**src/rtl/vga_pkg.sv**
```systemverilog
// Shared VGA timing types: per-axis line timing record and the total-length helper
// used by both axis counters.
package vga_pkg;

  localparam int POS_W     = 12;
  localparam int TOTAL_MAX = 1 << POS_W;

  typedef logic [POS_W-1:0] field_t;
  typedef logic [POS_W:0]   total_t;

  typedef struct packed {
    field_t sync_pulse;
    field_t back_porch;
    field_t visible_area;
    field_t front_porch;
  } line_t;

  // Sum of all four phases, clamped to [1, 2**POS_W] so a counter always has a legal period.
  function automatic total_t line_total(input line_t l);
    logic [POS_W+1:0] sum;
    sum = {2'b00, l.sync_pulse} + {2'b00, l.back_porch}
        + {2'b00, l.visible_area} + {2'b00, l.front_porch};
    if (sum == '0) return total_t'(1);
    if (sum > (POS_W+2)'(TOTAL_MAX)) return total_t'(TOTAL_MAX);
    return sum[POS_W:0];
  endfunction

endpackage

```
**src/rtl/vga_timing_counter_if.sv**
```systemverilog
// Timing-configuration channel: requested line timings plus load/pending/ack handshake.
interface vga_timing_counter_if;
  import vga_pkg::*;

  line_t h_line_in;
  line_t v_line_in;
  logic  cfg_load;
  logic  cfg_pending;
  logic  cfg_ack;

  modport master (
    output h_line_in, v_line_in, cfg_load,
    input  cfg_pending, cfg_ack
  );

  modport slave (
    input  h_line_in, v_line_in, cfg_load,
    output cfg_pending, cfg_ack
  );

endinterface

```
**src/rtl/vga_axis_counter.sv**
```systemverilog
// One position counter (pixel-in-line or line-in-frame) that wraps against a registered total.
module vga_axis_counter
  import vga_pkg::*;
#(
  parameter int WIDTH = POS_W
) (
  input  logic             clk,
  input  logic             rst,
  input  logic             step_en_i,
  input  logic [WIDTH:0]   total_i,
  output logic [WIDTH-1:0] pos_o,
  output logic             wrap_o
);

  logic [WIDTH-1:0] pos_q, pos_d;
  logic             at_end;

  // pos >= total-1: also catches a position left beyond a freshly shrunk total.
  assign at_end = ({1'b0, pos_q} + (WIDTH+1)'(1)) >= total_i;

  always_comb begin
    // NOTE: default first so every path assigns pos_d and no latch is inferred.
    pos_d = pos_q;
    if (step_en_i) pos_d = at_end ? '0 : pos_q + WIDTH'(1);
  end

  // NOTE: non-blocking assignments for state so all registers update together at the edge.
  always_ff @(posedge clk) begin
    if (rst) pos_q <= '0;
    else     pos_q <= pos_d;
  end

  assign pos_o  = pos_q;
  assign wrap_o = step_en_i & at_end;

endmodule

```
**src/rtl/vga_timing_counter.sv**
```systemverilog
// H/V position generator with shadowed timing that is committed only at a frame boundary,
// so a mode change never produces a torn frame.
module vga_timing_counter
  import vga_pkg::*;
#(
  parameter int WIDTH = POS_W  // must equal vga_pkg::POS_W (line_t field width)
) (
  input  logic                 clk,
  input  logic                 rst,
  input  logic                 ce_i,
  vga_timing_counter_if.slave  cfg_if,
  output line_t                h_line_o,
  output line_t                v_line_o,
  output logic [WIDTH-1:0]     h_pos_o,
  output logic [WIDTH-1:0]     v_pos_o,
  output logic                 line_end_o,
  output logic                 frame_end_o
);

  line_t  h_line_q, h_line_d, v_line_q, v_line_d;
  line_t  h_shadow_q, h_shadow_d, v_shadow_q, v_shadow_d;
  logic   pending_q, pending_d;
  logic   ack_q, ack_d;
  total_t h_total_q, v_total_q;
  logic   line_end, frame_end, commit;

  vga_axis_counter #(.WIDTH(WIDTH)) u_h_cnt (
    .clk       (clk),
    .rst       (rst),
    .step_en_i (ce_i),
    .total_i   ((WIDTH+1)'(h_total_q)),
    .pos_o     (h_pos_o),
    .wrap_o    (line_end)
  );

  vga_axis_counter #(.WIDTH(WIDTH)) u_v_cnt (
    .clk       (clk),
    .rst       (rst),
    .step_en_i (line_end),
    .total_i   ((WIDTH+1)'(v_total_q)),
    .pos_o     (v_pos_o),
    .wrap_o    (frame_end)
  );

  assign commit = frame_end & pending_q;

  // A load in the commit cycle refills the shadow after the old value has been taken.
  always_comb begin
    h_line_d   = h_line_q;
    v_line_d   = v_line_q;
    h_shadow_d = h_shadow_q;
    v_shadow_d = v_shadow_q;
    pending_d  = pending_q;
    ack_d      = commit;
    if (commit) begin
      h_line_d  = h_shadow_q;
      v_line_d  = v_shadow_q;
      pending_d = 1'b0;
    end
    if (cfg_if.cfg_load) begin
      h_shadow_d = cfg_if.h_line_in;
      v_shadow_d = cfg_if.v_line_in;
      pending_d  = 1'b1;
    end
  end

  // Totals follow the next-state line so they become valid together with h_line/v_line.
  always_ff @(posedge clk) begin
    if (rst) begin
      h_line_q   <= cfg_if.h_line_in;
      v_line_q   <= cfg_if.v_line_in;
      h_shadow_q <= cfg_if.h_line_in;
      v_shadow_q <= cfg_if.v_line_in;
      h_total_q  <= line_total(cfg_if.h_line_in);
      v_total_q  <= line_total(cfg_if.v_line_in);
      pending_q  <= 1'b0;
      ack_q      <= 1'b0;
    end else begin
      h_line_q   <= h_line_d;
      v_line_q   <= v_line_d;
      h_shadow_q <= h_shadow_d;
      v_shadow_q <= v_shadow_d;
      h_total_q  <= line_total(h_line_d);
      v_total_q  <= line_total(v_line_d);
      pending_q  <= pending_d;
      ack_q      <= ack_d;
    end
  end

  assign h_line_o           = h_line_q;
  assign v_line_o           = v_line_q;
  assign line_end_o         = line_end;
  assign frame_end_o        = frame_end;
  assign cfg_if.cfg_pending = pending_q;
  assign cfg_if.cfg_ack     = ack_q;

endmodule
```
**src/flat_wrapper.sv**
```systemverilog
// flat-port wrapper written by rule: the top's interface ports become plain ports
module vga_timing_counter_flat import vga_pkg::*;
#(
  parameter int WIDTH = POS_W                                                   
)
  (clk, rst, ce_i, h_line_o, v_line_o, h_pos_o, v_pos_o, line_end_o, frame_end_o, cfg_if_h_line_in, cfg_if_v_line_in, cfg_if_cfg_load, cfg_if_cfg_pending, cfg_if_cfg_ack);
  vga_timing_counter_if cfg_if_i ();
  input  logic clk;
  input  logic rst;
  input  logic ce_i;
  output line_t h_line_o;
  output line_t v_line_o;
  output logic [WIDTH-1:0] h_pos_o;
  output logic [WIDTH-1:0] v_pos_o;
  output logic line_end_o;
  output logic frame_end_o;
  input wire logic [$bits(cfg_if_i.h_line_in)-1:0] cfg_if_h_line_in;
  input wire logic [$bits(cfg_if_i.v_line_in)-1:0] cfg_if_v_line_in;
  input wire logic [$bits(cfg_if_i.cfg_load)-1:0] cfg_if_cfg_load;
  output wire logic [$bits(cfg_if_i.cfg_pending)-1:0] cfg_if_cfg_pending;
  output wire logic [$bits(cfg_if_i.cfg_ack)-1:0] cfg_if_cfg_ack;
  assign cfg_if_i.h_line_in = cfg_if_h_line_in;
  assign cfg_if_i.v_line_in = cfg_if_v_line_in;
  assign cfg_if_i.cfg_load = cfg_if_cfg_load;
  assign cfg_if_cfg_pending = cfg_if_i.cfg_pending;
  assign cfg_if_cfg_ack = cfg_if_i.cfg_ack;
  vga_timing_counter #(.WIDTH(WIDTH)) u_core (.clk(clk), .rst(rst), .ce_i(ce_i), .cfg_if(cfg_if_i), .h_line_o(h_line_o), .v_line_o(v_line_o), .h_pos_o(h_pos_o), .v_pos_o(v_pos_o), .line_end_o(line_end_o), .frame_end_o(frame_end_o));
endmodule
```
**config.mk**
```make
export PLATFORM = sky130hd
export DESIGN_NAME = vga_timing_counter_flat
export DESIGN_NICKNAME = d
export VERILOG_FILES = /design/src/rtl/vga_pkg.sv /design/src/rtl/vga_timing_counter_if.sv /design/src/rtl/vga_axis_counter.sv /design/src/rtl/vga_timing_counter.sv /design/src/flat_wrapper.sv
export SDC_FILE = /design/constraint.sdc
export NUM_CORES = 1
export LEC_CHECK = 0
export ABC_AREA = 1
export CAP_MARGIN = 5
export CORE_MARGIN = 3
export CORE_UTILIZATION = 52
export CTS_BUF_LIST = sky130_fd_sc_hd__clkbuf_4 sky130_fd_sc_hd__clkbuf_8
export DETAILED_ROUTE_END_ITERATION = 6
export HOLD_SLACK_MARGIN = 0.12
export PLACE_DENSITY = 0.79
export SYNTH_ARGS = -nofsm -noshare
export SYNTH_HDL_FRONTEND = slang
export SYNTH_SLANG_ARGS = --single-unit
```
**constraint.sdc**
```tcl
create_clock -name clk -period 6.4 [get_ports clk]
set_input_delay 0.64 -clock clk [delete_from_list [all_inputs] [get_ports clk]]
set_output_delay 0.64 -clock clk [all_outputs]
set_load 0.02 [all_outputs]
```
==> reports/summary.txt <==
Worst Reg-to-Reg Cells: 44
class of the worst hold path: register to register
total CTS buffers: 43
worst-skew pair later-pin latency: 0.58 ns
maximum number of pins on one net before global-route repair: 97
Max H-tree Level: 2
r2r setup slk: -0.08 ns
combinational family with the most area after synthesis: simple AND/OR/NAND/NOR gates
fraction of registers with async set or reset after synthesis: 0
launching instance or port of the critical path: u_core.u_v_cnt.pos_o[0]$_SDFFE_PP0P_
startpoint of the most critical register-to-register path: u_core.u_v_cnt.pos_o[0]$_SDFFE_PP0P_
placed wire-length estimate: 36,930 microns
post-synthesis compound-gate area fraction: 0.1043
number of instances in the synthesized netlist: 2,030
net count after synthesis: 2,306
Crit path largest cell delay: 0.51 ns
post-cts hold buffer count: 0
required time reported for the critical path endpoint: 6.89 ns
cell with the largest stage delay on the worst path: sky130_fd_sc_hd__fa_1
number of enable-type register cells in the synthesized netlist: 96
worst-case headroom to the max-slew limit: 0.2401
reg-to-reg critical path endpoint: u_core.h_total_q[6]$_DFF_P_
CTS tree: yes
fraction of final layout cells sized beyond drive strength 1: 0.2043
Worst Hold Slack: 0.5056 ns
critical path fanouts, max: 14
number of setup violations in the final report: 5
Mapped Area: 0.01597 sq mm
yosys synthesis warning count: 0
critical path launch point type: register
Pre-antenna DRT Iters: 6
worst voltage drop across the vdd grid: 239.2 uV
failing checks: negative setup slack
number of distinct library cell variants in the gate-level netlist after synthesis: 50
number of diodes added for antenna fixing: 0
vias in the first global route: 15,000
share of synthesized cell area in full adder, half adder and majority cells: 0.1642
Worst Setup Path Type: register to register
CTS clock-pin slew for the worst setup and hold paths: 0.06 ns
number of clock sinks seen by CTS: 244
Leak: 10.35 nW
unrepaired setup endpoints after global routing: yes
buffers added on ports: 223
row count: 63
final estimated routing congestion in global placement: 0.9889
Placeable Area: 0.02995 sq mm
Post-Route WL: 50,940 microns
number of slew-limit violations in the final report: 0
signed area change from the synthesized netlist to the final layout: 37.66%
period utilization: 1.012
Vias/cell: 5.403
status: finished with violations
multiplexer share of the synthesized area: 0.005013
Worst Setup Slack, final: -0.07987 ns
Crit. End Element: register
WP data arrival: 6.97 ns
Critical Path Most Common Cell: sky130_fd_sc_hd__nand2_1
leading cell type in the layout, fill and taps excluded: sky130_fd_sc_hd__nand2_1
detailed-route via count: 15,380
Horiz. Die Dim: 181.3 microns
worst-margin pin slew: 1.140 ns
post-route clock skew: 0.02269 ns
mean instance size in the synthesized netlist: 7.869 sq um
hold wc startpoint: u_core.v_line_o[34]$_DFF_P_
final count of hold timing violations: 0
DR WL/cell: 17.89 microns
DIE HEIGHT: 181.3 microns
net count reported at finish: 2,698
final cell utilization of the core: 0.7341
initial core utilization: 0.5333
I/O Pins: 224
die outline area: 0.03286 sq mm
highest achievable clock rate: 154.3 MHz
overall overflow remaining after global route: 0
DRC Markers: 0
number of antenna violations at the first check in global routing: 0
ANT nets after route: 0
most frequent cells in the layout: sky130_fd_sc_hd__nand2_1, sky130_fd_sc_hd__inv_1, sky130_fd_sc_hd__clkdlybuf4s50_1
flip-flop and latch count after synthesis: 244
xor and xnor fraction of the mapped netlist area: 0.04277
first-pass GRT wire length: 76,730 microns
number of maximum-capacitance constraint violations: 0
part of the Yosys area used for sequential elements: 0.3659
post-synthesis simple-gate area fraction: 0.2327
total routing usage reported by global routing: 0.2876
Most used DFF post-synth: sky130_fd_sc_hd__dfxtp_1
Cell Pwr Density: 376.2 mW/mm^2
capture point of the worst path: u_core.h_total_q[6]$_DFF_P_
clock tree buffer depth: 3
Root Driver: sky130_fd_sc_hd__clkbuf_8
min cycle time layout: 6.480 ns
accumulated negative setup slack: -0.2257 ns
initial DRC count: 1,445
registers in the layout, indices dropped and copies added (netlist names):
| register | cells |
|---|---|
| u_core.u_h_cnt.pos_o | 12 |
| u_core.h_line_o | 48 |
| u_core.cfg_if.cfg_ack | 1 |
| u_core.v_line_o | 48 |
| u_core.cfg_if.cfg_pending | 1 |
| u_core.u_v_cnt.pos_o | 12 |
| u_core.v_total_q | 13 |
| u_core.h_total_q | 13 |
| u_core.v_shadow_q | 48 |
| u_core.h_shadow_q | 48 |
worst min-delay path by stage:
stage                                                 to  slack (ns)  cells past startpoint
floorplan                    u_core.h_line_o[24]$_DFF_P_        0.50                      2
global placement    u_core.u_h_cnt.pos_o[5]$_SDFFE_PP0P_        0.47                      2
detailed placement  u_core.u_h_cnt.pos_o[5]$_SDFFE_PP0P_        0.49                      2
CTS                 u_core.u_h_cnt.pos_o[5]$_SDFFE_PP0P_        0.50                      2
global route        u_core.u_v_cnt.pos_o[1]$_SDFFE_PP0P_        0.55                      2
finish                       u_core.v_line_o[34]$_DFF_P_        0.51                      2
synthesized netlist by cell type (3+ instances only):
| library cell | number | area [sq um] |
|---|---|---|
| sky130_fd_sc_hd__nor2_2 | 3 | 18.77 |
| sky130_fd_sc_hd__nor2_4 | 4 | 45.04 |
| sky130_fd_sc_hd__mux2i_1 | 8 | 80.08 |
| sky130_fd_sc_hd__nand2_2 | 16 | 100.1 |
| sky130_fd_sc_hd__clkbuf_1 | 26 | 97.59 |
| sky130_fd_sc_hd__o22ai_1 | 4 | 25.02 |
| sky130_fd_sc_hd__a31oi_1 | 36 | 225.2 |
| sky130_fd_sc_hd__o32ai_1 | 4 | 35.03 |
| sky130_fd_sc_hd__inv_1 | 289 | 1085 |
| sky130_fd_sc_hd__nand2_4 | 4 | 45.04 |
| sky130_fd_sc_hd__nand3_2 | 3 | 30.03 |
| sky130_fd_sc_hd__nor3_1 | 20 | 100.1 |
| sky130_fd_sc_hd__nor2_1 | 102 | 382.9 |
| sky130_fd_sc_hd__buf_1 | 5 | 18.77 |
| sky130_fd_sc_hd__inv_2 | 4 | 15.01 |
| sky130_fd_sc_hd__xor2_1 | 56 | 490.5 |
| sky130_fd_sc_hd__nand3b_1 | 4 | 30.03 |
| sky130_fd_sc_hd__xnor2_1 | 22 | 192.7 |
| sky130_fd_sc_hd__o21a_1 | 4 | 30.03 |
| sky130_fd_sc_hd__o211ai_1 | 4 | 30.03 |
| sky130_fd_sc_hd__o21bai_1 | 14 | 105.1 |
| sky130_fd_sc_hd__buf_6 | 3 | 33.78 |
| sky130_fd_sc_hd__or2_2 | 6 | 37.54 |
| sky130_fd_sc_hd__o21ai_1 | 6 | 30.03 |
| sky130_fd_sc_hd__ha_1 | 120 | 1501 |
| sky130_fd_sc_hd__a21o_1 | 7 | 52.55 |
| sky130_fd_sc_hd__fa_1 | 56 | 1121 |
| sky130_fd_sc_hd__nand4_1 | 31 | 193.9 |
| sky130_fd_sc_hd__edfxtp_1 | 96 | 2883 |
| sky130_fd_sc_hd__dfxtp_1 | 148 | 2963 |
| sky130_fd_sc_hd__buf_2 | 21 | 105.1 |
| sky130_fd_sc_hd__a21oi_1 | 89 | 445.4 |
| sky130_fd_sc_hd__nand2_1 | 611 | 2293 |
| sky130_fd_sc_hd__o21ai_0 | 105 | 525.5 |
| sky130_fd_sc_hd__nand3_1 | 74 | 370.4 |
| sky130_fd_sc_hd__a21oi_2 | 3 | 26.28 |
| sky130_fd_sc_hd__nor4_1 | 3 | 18.77 |
power breakdown:
part | leakage [nW] | switching [mW] | internal, mW | total (mW)
logic | 7.64 | 2.63 | 2.22 | 4.85
clock network | 0.489 | 0.666 | 0.857 | 1.52
registers | 2.21 | 0.0926 | 1.81 | 1.90
per-layer routing:
layer / GRT usage / wire length (microns) / vias to the layer above
li1: - / - / 7381
met1: 0.3948 / 21480 / 7171
met2: 0.4559 / 23220 / 697
met3: 0.06221 / 4371 / 132
met4: 0.09202 / 1871 / 0
met5: 0 / 0 / -
what timing repair did:
item	CTS	global route
gates cloned	1	1
buffers inserted	12	17
resized for setup	52	223
endpoints found under the setup margin	26	26
pin swaps	22	125
worst max-delay path, delay by kind of cell, from the launching register on:
family | cells | cell delay [ns]
simple gates | 25 | 2.47
fa+ha+maj | 4 | 1.39
buf+inv | 8 | 0.99
xor+xnor | 3 | 0.63
compound gates | 4 | 0.58
flops | 1 | 0.34
through the flow:
stage | setup slack, ns | instances | total power [mW] | cell area (sq um)
3_3_place_gp | -0.3063 | 2739 | 5.654 | 19580
6_report | -0.07987 | 2847 | 8.272 | 21990
4_1_cts | 0.005131 | 2832 | 7.511 | 20870
3_5_place_dp | -0.3855 | 2739 | 5.718 | 19580
5_1_grt | -0.4527 | 2847 | 8.782 | 21990
2_1_floorplan | 0.02298 | 2030 | 4.110 | 15980
kinds of logic after synthesis:
logic type	Yosys count
compound gates	290
xor+xnor	78
fa+ha+maj	176
buf+inv	349
flops	244
mux	8
simple gates	885
cell type report:
type                            instances  area [sq um]
Timing Repair Buffer                  402          3721
Tap cell                              390         488.0
Fill cell                            2189          7964
Sequential cell                       244          5852
Clock buffer                           69         818.3
Inverter                              294          1109
Multi-Input combinational cell       1437          9913
Clock inverter                         11         88.84
Note: power is estimated with default switching activity, not from simulation.
==> variant 1 (config.mk and constraints unchanged) <==
The package constant `POS_W` goes from 12 to 13.
--- a/src/rtl/vga_pkg.sv
+++ b/src/rtl/vga_pkg.sv
@@ -2,7 +2,7 @@
 // used by both axis counters.
 package vga_pkg;
 
-  localparam int POS_W     = 12;
+  localparam int POS_W     = 13;
   localparam int TOTAL_MAX = 1 << POS_W;
 
   typedef logic [POS_W-1:0] field_t;
Ports: changed (6 resized); port bits go from 224 to 242. The function was not compared with the original's and may differ.
==> variant 1 against the unedited design <==
  * Global-route usage fell by 1.7 points
  * Synthesized area increased by 6.8%
  * Cell area rose by 4.4%
  * Utilization fell by 1.6 points
  * Power down 1.9%
  * The run still ends with negative setup slack left
  * Cell count grew 4.5%
  * Count of clock-buffer cells in the layout rose by 7
  * Worst setup slack lost 0.15 ns
  * Hold slack lost 0.017 ns
  * Critical path depth stayed put
  * Sequential share of layout area is 1.0 points higher
  * Sequential cell count rose by 20
  * Wire length is 1.4% higher
  * Combinational power is 9.7% lower
==> variant 1: results (changes against the unedited design) <==
Outcome -> finished, violations left
Failing checks -> negative setup slack
Buffers on Ports -> 241 (+8.1%)
Pre-antenna DRT Iters -> 5 (-1)
Final setup vio count -> 15 (+10)
Pre-CTS WS -> -0.2904 ns (+0.09511 ns)
Crit path DAT -> 7.13 ns (+0.16 ns)
Synth Warn # -> 0 (unchanged)
Final critical-path setup slack -> -0.2286 ns (-0.1487 ns)
Leakage -> 10.59 nW (+2.3%)
DP HPWL -> 37.06 mm (+0.35%)
Post-CTS Setup Inserts -> 14 (+2)
Final Instance Area -> 22,950 um^2 (+4.4%)
Setup Skew -> 0.03755 ns (+0.01486 ns)
Grt met1 use -> 38.72% (-0.76 points)
First-pass GRT wire length -> 77.56 mm (+1.1%)
Crit-path slowest cell -> fa_2
Final net count -> 2,802 (+3.9%)
Hold_ws -> 0.4883 ns (-0.01734 ns)
Met3 usage -> 4.423% (-1.8 points)
Sequential area share after synthesis -> 37.07% (+0.47 points)
Wire length per cell -> 17.37 um (-2.9%)
Global Route Usage Sum -> 27.06% (-1.7 points)
Initial antenna violation count -> 1 (+1)
Compound-Gate Fraction of Synth Area -> 9.883% (-0.55 points)
Max Fanout on Critical Path -> 5 (-9)
DP Area -> 20,290 um^2 (+3.6%)
H-tree Lvls -> 2 (unchanged)
Post-synthesis cell type count -> 51 (+2.0%)
Starting DRT DRC Count -> 1,314 (-9.1%)
Via/cell ratio -> 5.411 (+0.15%)
Setup TNS Final -> -2.525 ns (-2.299 ns)
Gpl congestion -> 0.9398 (-5.0%)
Vias in the first global route -> 15,343 (+2.3%)
Largest net degree at the start of global routing -> 110 (+13%)
Mux cell area share after synthesis -> 0.4692% (-0.032 points)
Syn Area/Cell -> 7.905 um^2 (+0.45%)
CTS buffer count -> 47 (+9.3%)
Hold WC Path Type -> reg2reg
Synth top area cells -> dfxtp_1 19%, edfxtp_1 18%, nand2_1 14%
Post-synthesis xor/xnor area fraction -> 4.619% (+0.34 points)
Share of cells above drive strength 1 -> 17.65% (-2.8 points)
Layout Cells excl Fill -> 2,974 (+4.5%)
Grt met2 use -> 42.84% (-2.8 points)
Post-synth EDFFs -> 104 (+8.3%)
Synth Area in Adders -> 16.72% (+0.30 points)
Syn Nets -> 2,459 (+6.6%)
variant 1: cell count changes in the layout (fill, tap and decap cells not counted), sizes merged, moves of 10 or more:
cell           before  now
dfxtp             148  160
ha                120  132
a31oi              36   53
o21ai             113   89
inv               297  275
nor2              109  156
a21oi              92  113
buf               178  116
nand2             631  662
clkdlybuf4s50     222  240
nand4              32   20
nand3b              4   14
nand3              78  101
variant 1: final timing paths:
path                                 start                  endpoint  depth (start not counted)
setup / recovery   u_core.u_h_cnt.pos_o[1]      u_core.v_total_q[10]                         44
setup reg to reg   u_core.u_h_cnt.pos_o[1]      u_core.v_total_q[10]                         44
hold reg to reg   u_core.u_h_cnt.pos_o[12]  u_core.u_h_cnt.pos_o[12]                          2
hold / removal    u_core.u_h_cnt.pos_o[12]  u_core.u_h_cnt.pos_o[12]                          2
variant 1: cells by family after synthesis:
| group | Yosys count |
|---|---|
| AOI/OAI and AO/OA | 295 |
| xor gates and xnor gates | 90 |
| adders and majority gates | 192 |
| buffers and inverters | 336 |
| DFF | 264 |
| muxes | 8 |
| and+or+nand+nor | 974 |
variant 1: routing by layer:
metal	vias to the layer above	routed length (um)
li1	7718	-
met1	7575	22720
met2	711	23560
met3	88	4120
met4	0	1255
met5	-	0
variant 1: final cells by class:
class | count | share of cell area, %
multi-input combinational | 1560 | 46.53
sequential | 264 | 27.61
timing repair buffer | 356 | 14.57
inverter | 273 | 4.509
clock buffer | 76 | 4.067
tap | 435 | 2.371
clock inverter | 9 | 0.3271
antenna | 1 | 0.01090
variant 1: power breakdown:
part | switching, mW | total, mW | internal (mW) | leakage [nW]
clock | 0.729 | 1.69 | 0.963 | 0.542
combinational | 2.51 | 4.38 | 1.88 | 7.65
sequential | 0.0863 | 2.04 | 1.95 | 2.40
total | 3.32 | 8.11 | 4.79 | 10.6
==> variant 2 (config.mk and constraints unchanged) <==
Without the edit above. Make the reset (`rst`) asynchronous in one clocked block.
--- a/src/rtl/vga_axis_counter.sv
+++ b/src/rtl/vga_axis_counter.sv
@@ -25,7 +25,7 @@
   end
 
   // NOTE: non-blocking assignments for state so all registers update together at the edge.
-  always_ff @(posedge clk) begin
+  always_ff @(posedge clk or posedge rst) begin
     if (rst) pos_q <= '0;
     else     pos_q <= pos_d;
   end
Check against the original RTL: differs if rst is asserted again (counterexample within 4 cycles, from zero or initial values and one cycle with rst high); with rst held inactive, the same outputs for 4 cycles.
==> variant 2 against the unedited design <==
  * The flow still finishes with violations (negative setup slack)
  * Wire length about the same
  * Maximum frequency down 2.2%
  * Largest power group unchanged
  * Synthesized area up 0.56%
  * Sequential share of layout area down 0.15 points
  * Sequential cell count unchanged
  * Worst setup slack worse by 0.15 ns
  * Critical endpoint is now u_core.h_total_q[10]
  * Cell area up 2.6%
  * Cell count up 1.9%
  * Power up 21%
==> variant 2: results (changes against the unedited design) <==
Outcome -> finished, violations left
Crit path DAT -> 7.07 ns (+0.10 ns)
DP HPWL -> 37.00 mm (+0.18%)
Share of cells above drive strength 1 -> 21.64% (+1.2 points)
Origin of the worst min-delay path -> u_core.h_line_o[45]
Metal1 wirelength -> 22.62 mm (+5.3%)
Final setup vio count -> 23 (+18)
Pint -> 5.746 mW (+18%)
FF-to-FF End -> u_core.h_total_q[10]
Most frequent cells after synthesis -> 598 x nand2_1, 307 x inv_1, 124 x dfxtp_1
Worst-Margin Slew -> 0.9612 ns (-0.1786 ns)
Hold_ws -> 0.5142 ns (+0.008573 ns)
Logic inverters -> 311 (+5.8%)
First-pass GRT wire length -> 76.60 mm (-0.17%)
P&R area growth vs syn -> 40.51%
Syn Area/Cell -> 7.882 um^2 (+0.16%)
N_diodes -> 1 (+1)
Synth top area cells -> edfxtp_1 18%, dfxtp_1 15%, nand2_1 14%
DP Area -> 19,850 um^2 (+1.4%)
Final critical-path setup slack -> -0.2262 ns (-0.1464 ns)
Seq_cells -> 244 (unchanged)
CTS buffer count -> 44 (+2.3%)
Multi-input comb cells -> 1,428 (-0.63%)
Failing checks -> negative setup slack
Worst path max stage delay -> 0.57 ns (+0.06 ns)
Syn Nets -> 2,314 (+0.35%)
Critical R2R Launch -> u_core.u_v_cnt.pos_o[0]
## variant 2: cell count changes after synthesis, moves of 11 or more
cell | before | now
nand3_1 | 74 | 86
dfrtp_1 | 0 | 24
dfxtp_1 | 148 | 124
inv_1 | 289 | 307
nand2_1 | 611 | 598
xor2_1 | 56 | 67
## variant 2: how the worst max path moves through the flow
stage / end / startpoint / depth (start not counted)
floorplan: u_core.h_total_q[10] / u_core.u_v_cnt.pos_o[0] / 44
global placement: u_core.v_total_q[11] / u_core.u_v_cnt.pos_o[0] / 45
detailed placement: u_core.v_total_q[11] / u_core.u_v_cnt.pos_o[0] / 45
CTS: u_core.v_total_q[0] / u_core.u_v_cnt.pos_o[2] / 48
global route: u_core.h_total_q[9] / u_core.u_v_cnt.pos_o[0] / 48
finish: u_core.h_total_q[10] / u_core.u_v_cnt.pos_o[0] / 47
## variant 2: kinds of logic after synthesis
family	Yosys count	synth area share, %
flip-flops	244	37.14
multiplexers	8	0.4985
adder cells (fa/ha/maj)	176	16.33
buffers and inverters	367	8.919
AND/OR/NAND/NOR	890	23.06
XOR/XNOR	81	4.417
AO/OA/AOI/OAI	272	9.635
## variant 2: repair_timing
item / CTS / global route
endpoints found under the setup margin: 26 / 26
gates cloned: 3 / 1
resized for setup: 87 / 202
setup buffers: 25 / 22
pin swaps: 39 / 128
## variant 2: power groups by stage
stage               clock network [mW]  registers, mW  logic (mW)
global placement                     0           2.03        5.06
detailed placement                   0           2.04        5.15
CTS                               1.58           2.01        5.59
finish                            1.57           2.02        6.45
floorplan                            0           2.16        2.85
global route                      1.66           2.04        7.00
## variant 2: metal layers
metal | GRT usage, % | vias to the layer above
li1 | - | 7480
met1 | 41.88 | 7195
met2 | 43.23 | 718
met3 | 6.250 | 84
met4 | 7.556 | 2
met5 | 0 | -
